==> src/rtl/isp_pkg.sv <==
// Shared definitions for the raw Bayer pipeline stages: CFA phases, colour codes, gain format.
package isp_pkg;

   localparam logic [1:0] BAYER_BGGR = 2'd0;
   localparam logic [1:0] BAYER_GBRG = 2'd1;
   localparam logic [1:0] BAYER_GRBG = 2'd2;
   localparam logic [1:0] BAYER_RGGB = 2'd3;

   typedef enum logic [1:0] {
      CH_B  = 2'b00,
      CH_GB = 2'b01,
      CH_GR = 2'b10,
      CH_R  = 2'b11
   } ch_t;

   localparam logic [7:0] GAIN_ONE  = 8'h10;
   localparam int         GAIN_FRAC = 4;

   function automatic ch_t bayer_ch(input logic [1:0] phase, input logic [1:0] bayer);
      return ch_t'(phase ^ bayer);
   endfunction

endpackage

==> src/rtl/isp_wb_if.sv <==
// Raw video stream into and out of a pipeline stage (href/vsync framing plus pixel).
interface isp_wb_if #(
   parameter int BITS = 8
);
   logic            in_href;
   logic            in_vsync;
   logic [BITS-1:0] in_raw;
   logic            out_href;
   logic            out_vsync;
   logic [BITS-1:0] out_raw;

   modport master (
      output in_href, in_vsync, in_raw,
      input  out_href, out_vsync, out_raw
   );

   modport slave (
      input  in_href, in_vsync, in_raw,
      output out_href, out_vsync, out_raw
   );
endinterface

==> src/rtl/isp_bayer_phase.sv <==
// Tracks pixel/line parity from href/vsync and maps it to the colour of the current pixel.
module isp_bayer_phase
   import isp_pkg::*;
#(
   parameter logic [1:0] BAYER = BAYER_BGGR
) (
   input  logic pclk,
   input  logic rst_n,
   input  logic href,
   input  logic vsync,
   output ch_t  ch
);

   logic odd_pix;
   logic odd_line;
   logic href_d;

   always_ff @(posedge pclk) begin
      if (!rst_n) begin
         odd_pix  <= 1'b0;
         odd_line <= 1'b0;
         href_d   <= 1'b0;
      end else begin
         href_d  <= href;
         odd_pix <= href ? ~odd_pix : 1'b0;
         if (vsync)
            odd_line <= 1'b0;
         else if (href_d && !href)
            odd_line <= ~odd_line;
      end
   end

   assign ch = bayer_ch({odd_line, odd_pix}, BAYER);

endmodule

==> src/rtl/isp_wb.sv <==
// White-balance gain stage: per-channel Q4.4 gain with rounding/saturation over two pipeline
// stages, frame-synchronous gain shadowing, and pre-gain per-frame channel sums for AWB.
module isp_wb
   import isp_pkg::*;
#(
   parameter int BITS      = 8,
   parameter int WIDTH     = 1280,
   parameter int HEIGHT    = 960,
   parameter int BAYER     = 0,
   parameter int STAT_BITS = BITS + 20
) (
   input  logic                 pclk,
   input  logic                 rst_n,
   input  logic [7:0]           gain_b,
   input  logic [7:0]           gain_gb,
   input  logic [7:0]           gain_gr,
   input  logic [7:0]           gain_r,
   isp_wb_if.slave              vid,
   output logic [STAT_BITS-1:0] sum_b,
   output logic [STAT_BITS-1:0] sum_g,
   output logic [STAT_BITS-1:0] sum_r,
   output logic                 stat_valid
);

   localparam int PW = BITS + 8;

   if ((WIDTH < 1) || (HEIGHT < 1)) begin : g_bad_frame_size
      $error("isp_wb: WIDTH and HEIGHT must be nonzero");
   end

   ch_t                 ch;
   logic                vsync_d;
   logic                vs_rise;
   logic                count;
   logic [7:0]          act_b, act_gb, act_gr, act_r;
   logic [7:0]          gain_sel;
   logic [PW-1:0]       prod_q;
   logic                href1, vsync1;
   logic [PW:0]         scaled;
   logic [BITS-1:0]     gained;
   logic [STAT_BITS-1:0] acc_b, acc_g, acc_r;
   logic                frame_seen;
   logic                armed;

   isp_bayer_phase #(.BAYER(2'(BAYER))) u_phase (
      .pclk  (pclk),
      .rst_n (rst_n),
      .href  (vid.in_href),
      .vsync (vid.in_vsync),
      .ch    (ch)
   );

   function automatic logic [STAT_BITS-1:0] sat_add(input logic [STAT_BITS-1:0] acc,
                                                    input logic [BITS-1:0] raw);
      logic [STAT_BITS:0] s;
      s = {1'b0, acc} + (STAT_BITS+1)'(raw);
      return s[STAT_BITS] ? '1 : s[STAT_BITS-1:0];
   endfunction

   assign vs_rise = vid.in_vsync && !vsync_d;
   assign count   = vid.in_href && !vid.in_vsync;

   always_comb begin
      gain_sel = act_b;
      case (ch)
         CH_B:    gain_sel = act_b;
         CH_GB:   gain_sel = act_gb;
         CH_GR:   gain_sel = act_gr;
         CH_R:    gain_sel = act_r;
         default: gain_sel = act_b;
      endcase
   end

   // Round half up at the Q4.4 binary point, then clamp to full scale.
   assign scaled = ({1'b0, prod_q} + (PW+1)'(1 << (GAIN_FRAC-1))) >> GAIN_FRAC;
   assign gained = (|scaled[PW:BITS]) ? '1 : scaled[BITS-1:0];

   always_ff @(posedge pclk) begin
      if (!rst_n) begin
         vsync_d       <= 1'b0;
         act_b         <= GAIN_ONE;
         act_gb        <= GAIN_ONE;
         act_gr        <= GAIN_ONE;
         act_r         <= GAIN_ONE;
         prod_q        <= '0;
         href1         <= 1'b0;
         vsync1        <= 1'b0;
         vid.out_href  <= 1'b0;
         vid.out_vsync <= 1'b0;
         vid.out_raw   <= '0;
         acc_b         <= '0;
         acc_g         <= '0;
         acc_r         <= '0;
         sum_b         <= '0;
         sum_g         <= '0;
         sum_r         <= '0;
         stat_valid    <= 1'b0;
         frame_seen    <= 1'b0;
         armed         <= 1'b0;
      end else begin
         vsync_d    <= vid.in_vsync;
         stat_valid <= 1'b0;

         // armed keeps the frame cut short by a reset from ever being reported.
         if (vs_rise) begin
            act_b      <= gain_b;
            act_gb     <= gain_gb;
            act_gr     <= gain_gr;
            act_r      <= gain_r;
            sum_b      <= acc_b;
            sum_g      <= acc_g;
            sum_r      <= acc_r;
            acc_b      <= '0;
            acc_g      <= '0;
            acc_r      <= '0;
            stat_valid <= frame_seen && armed;
            frame_seen <= 1'b0;
            armed      <= 1'b1;
         end else if (count) begin
            frame_seen <= 1'b1;
            case (ch)
               CH_B:         acc_b <= sat_add(acc_b, vid.in_raw);
               CH_GB, CH_GR: acc_g <= sat_add(acc_g, vid.in_raw);
               CH_R:         acc_r <= sat_add(acc_r, vid.in_raw);
               default:      acc_b <= acc_b;
            endcase
         end

         href1  <= vid.in_href;
         vsync1 <= vid.in_vsync;
         prod_q <= PW'(vid.in_raw) * PW'(gain_sel);

         vid.out_href  <= href1;
         vid.out_vsync <= vsync1;
         vid.out_raw   <= href1 ? gained : '0;
      end
   end

endmodule

==> src/flat_wrapper.sv <==
// flat-port wrapper written by rule: the top's interface ports become plain ports
module isp_wb_flat import isp_pkg::*;
#(
   parameter int BITS      = 8,
   parameter int WIDTH     = 1280,
   parameter int HEIGHT    = 960,
   parameter int BAYER     = 0,
   parameter int STAT_BITS = BITS + 20
)
  (pclk, rst_n, gain_b, gain_gb, gain_gr, gain_r, sum_b, sum_g, sum_r, stat_valid, vid_in_href, vid_in_vsync, vid_in_raw, vid_out_href, vid_out_vsync, vid_out_raw);
  isp_wb_if #(.BITS(BITS)) vid_i ();
  input  logic pclk;
  input  logic rst_n;
  input  logic [7:0] gain_b;
  input  logic [7:0] gain_gb;
  input  logic [7:0] gain_gr;
  input  logic [7:0] gain_r;
  output logic [STAT_BITS-1:0] sum_b;
  output logic [STAT_BITS-1:0] sum_g;
  output logic [STAT_BITS-1:0] sum_r;
  output logic stat_valid;
  input wire logic [$bits(vid_i.in_href)-1:0] vid_in_href;
  input wire logic [$bits(vid_i.in_vsync)-1:0] vid_in_vsync;
  input wire logic [$bits(vid_i.in_raw)-1:0] vid_in_raw;
  output wire logic [$bits(vid_i.out_href)-1:0] vid_out_href;
  output wire logic [$bits(vid_i.out_vsync)-1:0] vid_out_vsync;
  output wire logic [$bits(vid_i.out_raw)-1:0] vid_out_raw;
  assign vid_i.in_href = vid_in_href;
  assign vid_i.in_vsync = vid_in_vsync;
  assign vid_i.in_raw = vid_in_raw;
  assign vid_out_href = vid_i.out_href;
  assign vid_out_vsync = vid_i.out_vsync;
  assign vid_out_raw = vid_i.out_raw;
  isp_wb #(.BITS(BITS), .WIDTH(WIDTH), .HEIGHT(HEIGHT), .BAYER(BAYER), .STAT_BITS(STAT_BITS)) u_core (.pclk(pclk), .rst_n(rst_n), .gain_b(gain_b), .gain_gb(gain_gb), .gain_gr(gain_gr), .gain_r(gain_r), .vid(vid_i), .sum_b(sum_b), .sum_g(sum_g), .sum_r(sum_r), .stat_valid(stat_valid));
endmodule
==> config.mk <==
export PLATFORM = sky130hd
export DESIGN_NAME = isp_wb_flat
export DESIGN_NICKNAME = d
export VERILOG_FILES = /design/src/rtl/isp_pkg.sv /design/src/rtl/isp_wb_if.sv /design/src/rtl/isp_bayer_phase.sv /design/src/rtl/isp_wb.sv /design/src/flat_wrapper.sv
export SDC_FILE = /design/constraint.sdc
export NUM_CORES = 1
export LEC_CHECK = 0
export BUFFER_PORTS_ARGS = -buffer_cell sky130_fd_sc_hd__buf_2
export CORE_MARGIN = 5
export CORE_UTILIZATION = 53
export DETAILED_ROUTE_END_ITERATION = 10
export PLACE_DENSITY = 0.77
export SYNTH_ARGS = -nofsm -noshare
export SYNTH_HDL_FRONTEND = slang
export SYNTH_SLANG_ARGS = --single-unit
==> constraint.sdc <==
create_clock -name pclk -period 5.75 [get_ports pclk]
set_clock_uncertainty 0.15 [all_clocks]
set_input_delay 0.575 -clock pclk [delete_from_list [all_inputs] [get_ports pclk]]
set_output_delay 0.575 -clock pclk [all_outputs]
set_load 0.1 [all_outputs]
* Word-level counts from Yosys, hierarchy flattened *
Cells that the tools add are included.

storage, ports and cells
  bits in registers = 233
  output and inout bits = 95
  input bits = 44

cells by class
  reduce and logical (&&, ||, !) cells = 18
  add/sub/neg operators = 4
  multipliers = 1
  mux-type cells = 5
  bitwise logic cells = 3
  eq/ne operators = 3

operators by type and width
  kind                                                                   number
  28-bit by 8-bit adder with 29-bit output                               3
  28-bit 2-to-1 mux                                                      3
  8-bit one-hot mux with 4 select lines                                  1
  16-bit by 4-bit adder with 17-bit output, second input constant        1
  8-bit by 8-bit multiplier with 16-bit output                           1
  2-bit AND reduction                                                    6
  8-bit 2-to-1 mux                                                       1
  2-bit OR reduction                                                     3
  5-bit OR reduction                                                     1
  2-bit equality test, second input constant                             2
  1-bit logical AND                                                      4
  1-bit zero test                                                        3
  1-bit inverter                                                         3
  2-bit by 1-bit equality test with 1-bit output, second input constant  1
  2-bit zero test                                                        1

* Depth between registers and ports, before layout *
  depth in word-level cells = 3
  depth in mapped cells = 21
  depth with buffers taken out = 20

* Hierarchy *
Synthesis repeated with hierarchy kept, for this count alone.

second synthesis, totals
  cells, all modules = 1196
  area total of the unflattened synthesis = 11433.5 µm²

by module, submodules not included
  module           seq. area each (µm²)  cells each  times used  area an instance (µm²)
  isp_wb           4564.4                1186        1           11315.9
  isp_bayer_phase  60.1                  10          1           117.6

* Least setup slack after synthesis *
No wires, ideal clock.

  kind = register to register
  start point = register u_core.u_phase.odd_line
  end point = register u_core.prod_q[15]
  arrival time = 5.206 ns
  library setup time = 0.121 ns
  buffers on the path = 1
  stages on the path, launching flop included = 22
  slack = 0.274 ns
  cells stage by stage = dfxtp_1 > inv_1 > ha_1 > clkbuf_1 > a222oi_1 > mux2i_1 > and2_1 > fa_1 > inv_1 > fa_1 > inv_1 > fa_1 > inv_1 > fa_1 > inv_1 > ha_1 > a21o_1 > a21oi_1 > nand3_1 > a2111oi_0 > a211oi_1 > mux2_2

between the ends
  longest elaborated chain between the ends = 3
  elaborated cells between the ends (all ways) = 6
  classes of those cells = mul (1); eq/ne (3); mux (1); reduce/logical (1)

ends and longest elaborated chain
  element                                            line                   RTL
  start: declaration                                 isp_bayer_phase.sv:15  logic odd_line;
  start signal: assignment                           isp_bayer_phase.sv:29  odd_line <= ~odd_line;
  2-bit equality test, or another cell as far along  isp_wb.sv:65           case (ch)
  8-bit one-hot mux with 4 select lines *            isp_wb.sv:65
  8-bit by 8-bit multiplier with 16-bit output *     isp_wb.sv:131          prod_q <= PW'(vid.in_raw) * PW'(gain_sel);
  end signal: assignment                             isp_wb.sv:131
  end: declaration                                   isp_wb.sv:37           logic [PW-1:0] prod_q;

Every way passes the cells marked *; elsewhere a longest branch is shown, timed or not.
A chain may end at the register's enable or synchronous reset.

* Worst setup path after layout *
  start point = register u_core.u_phase.odd_pix
  end point = register u_core.prod_q[15]

between the ends
  longest elaborated chain between the ends = 3
  elaborated cells between the ends (all ways) = 6
  classes of those cells = mul (1); eq/ne (3); mux (1); reduce/logical (1)

ends and longest elaborated chain
  element                                            line                   RTL
  start: declaration                                 isp_bayer_phase.sv:14  logic odd_pix;
  start signal: assignment                           isp_bayer_phase.sv:25  odd_pix <= href ? ~odd_pix : 1'b0;
  2-bit equality test, or another cell as far along  isp_wb.sv:65
  8-bit one-hot mux with 4 select lines *            isp_wb.sv:65
  8-bit by 8-bit multiplier with 16-bit output *     isp_wb.sv:131

Marks and branches as above.

==> flow_summary.ini <==
[run_status]
status = finished clean

[route]
ant_nets = 0
drc = 0
first_iter_violations = 674
dr.pass1.iters = 9
via_per_inst = 5.85
vias = 9423
wl_per_cell_um = 17.0
wl_um = 27400

[yosys]
syn_area_mm2 = 0.0114
synth.distinct_cells = 64
synthCells = 1198
synth_top_area_cell = dfxtp_1
synth_enable_flop_cells = 0
yosysTopAreaCellShare_pct = 40.2
yosysSeqAreaShare_pct = 40.2
synthArstFlopShare_pct = 0
synthTopCellsByCount = 230 x dfxtp_1, 97 x a22o_1, 80 x inv_1, 76 x nand2_1, 72 x a21oi_1
avgSynthCellArea_um2 = 9.55
synthFlopType = dfxtp_1
synth.most_common_cell = dfxtp_1
synth.area.top_cells = dfxtp_1 40%, a22o_1 7.4%, ha_1 7.0%
ys_seq_elements = 230
syn_nets = 1345
yosys_warnings = 0

[floorplan]
rows = 53
die_area_mm2 = 0.0246
io_pins = 139
design.core.area_mm2 = 0.0212
dieHeight_um = 157
start_util_pct = 54.1
die_w_um = 157

[clock_tree]
cts_sinks = 230
cts_tree = yes
clk_latency_ps = 510
cts_hold_buffers = 0
cts_resized = 0
cts.clk_slew.worst_paths_ps = 60
cts-root-buf = clkbuf_16
cts_buffer_depth = 3
post_cts_buffers = 0
cts_max_level = 1
cts_buffers = 24

[global_routing]
grt_first_pass_wirelength_um = 44800
overflow = 0
grt_pass1_vias = 8952
grt_max_degree = 83
antenna_found_initial = 0
grtUsageTotal_pct = 21.8

[final_layout]
fill_cells = 1770
drive_gt1_share_pct = 16.5
syn_to_final_growth_pct = 15.1
layout.nets = 1466
antennaDiodeCount = 0
stdcell_area_mm2 = 0.0132

[timing]
slew_viol_final = 0
period_minus_slack_ps = 5510
relSlewSlack_pct = 40.3
finalCritPeriodShare_pct = 95.7
finalSetupViolations = 0
whs_ps = 111
hold_violations = 0
fmax_mhz = 182
worst_pin_slew_ps = 893
worst_slack_ps = 245

[job]
maxCapViolCount = 0

[critical_path]
cpMaxStageDelayCell = fa_1
path_class = reg2reg
worst-path-max-fanout = 8
critical_path.top_delay_family = adder cells
crit_buf_inv = 4
cp-start-kind = register
crit_path_cell_trace = inv_1 -> ha_2 -> a222oi_1 -> mux2i_1 -> nand2_1 -> fa_1 -> fa_1 -> inv_1 -> fa_1 -> inv_1 -> fa_1 -> inv_1 -> ha_1 -> a21o_1 -> a21oi_2 -> nand3_2 -> a2111oi_4 -> a211oi_1 -> mux2_2
worstPathArrival_ps = 5760
cp-end-kind = register
cp_data_required_time_ps = 6000
max_stage_delay_ps = 550

[power_and_ir_drop]
p_sw_share_pct = 26.3
seqPwrFrac_pct = 45.1
p_comb_share_pct = 13.5
total_power_mw = 3.70
internal_power_mw = 2.73
powerDensity_mw_per_mm2 = 281
vdd_drop_max_mv = 0.245
leakagePower_nw = 5.79
switchingPower_mw = 0.972
clockPowerShare_pct = 41.4

[place]
portBuffers = 138
detailed_place_hpwl_um = 19200
placed_area_mm2 = 0.0123
routabilityCongestion = 0.872
dp_slack_ps = 34.8

[min_path]
hold_path.class = in2reg
## logic make-up (layout without fill, tap and decap cells)
kind of cell	count (synthesis)	after routing	share of synthesized area, %
and+or+nand+nor	343	343	15.9
AOI/OAI and AO/OA	324	324	20.4
DFF	230	230	40.2
buffers and inverters	133	272	4.53
adders and majority gates	103	103	13.8
xor gates and xnor gates	50	50	3.83
muxes	15	15	1.33
## per-layer routing
metal / GRT usage, % / wire (um) / vias to the layer above
met5: 0 / 0 / -
met4: 4.79 / 512 / 0
met3: 4.07 / 2170 / 39
met2: 33.4 / 11800 / 348
met1: 32.0 / 12900 / 4463
li1: - / - / 4573
## power groups by stage
stage	logic, mW	clock network, mW	registers (mW)
after floorplan	0.326	0	1.74
after global placement	0.481	0	1.70
after detailed placement	0.492	0	1.70
after CTS	0.496	1.56	1.67
after global routing	0.566	1.63	1.67
final	0.501	1.53	1.67
## final timing paths
kind	slack (ps)	end	from	cells after the start
hold reg to reg	300	u_core.sum_g[1]	u_core.sum_g[1]	2
hold / removal	110	u_core.act_b[0]	gain_b[0]	3
setup reg to reg	240	u_core.prod_q[15]	u_core.u_phase.odd_pix	19
setup / recovery	240	u_core.prod_q[15]	u_core.u_phase.odd_pix	19
## metrics by stage
| stage | cells | setup TNS (ps) | utilization [%] |
|---|---|---|---|
| 2_1_floorplan | 1198 | 0 | - |
| 3_3_place_gp | 1568 | 0 | 58.4 |
| 3_5_place_dp | 1568 | 0 | 58.4 |
| 4_1_cts | 1612 | 0 | 62.1 |
| 5_1_grt | 1612 | -5.53 | 62.3 |
| 6_report | 1612 | 0 | 62.3 |
## state kept, by name, summed over array words and instances (netlist names), 13 cells and up
register	cells
u_core.acc_b	28
u_core.acc_g	28
u_core.acc_r	28
u_core.prod_q	13
u_core.sum_b	28
u_core.sum_g	28
u_core.sum_r	28
## worst min-delay path, delay by kind of cell
family | cells | cell delay (ps)
buffers and inverters | 1 | 70
AOI/OAI and AO/OA | 1 | 60
and+or+nand+nor | 1 | 30
## area by class of cell
cell class | instances | area (um^2) | area share [%]
sequential | 230 | 4610 | 35.0
timing repair buffer | 148 | 766 | 5.81
clock buffer | 36 | 717 | 5.44
multi-input combinational | 835 | 6370 | 48.4
tap | 275 | 344 | 2.61
clock inverter | 8 | 67.6 | 0.513
inverter | 80 | 300 | 2.28
## placed cells by master (no fill, tap or decap), types with 13 or more instances in the layout
master,count
nor3_1,32
nand3_1,21
and2_1,56
fa_1,39
nor2_1,61
and4_1,17
and3_1,13
xnor2_1,26
clkbuf_16,25
a31oi_1,17
dfxtp_1,229
o21ai_0,54
nand4_1,16
buf_2,138
inv_1,80
a21oi_1,71
nand2_1,75
ha_1,62
a22o_1,97
xor2_1,24
Note: power is estimated with default switching activity, not from simulation.
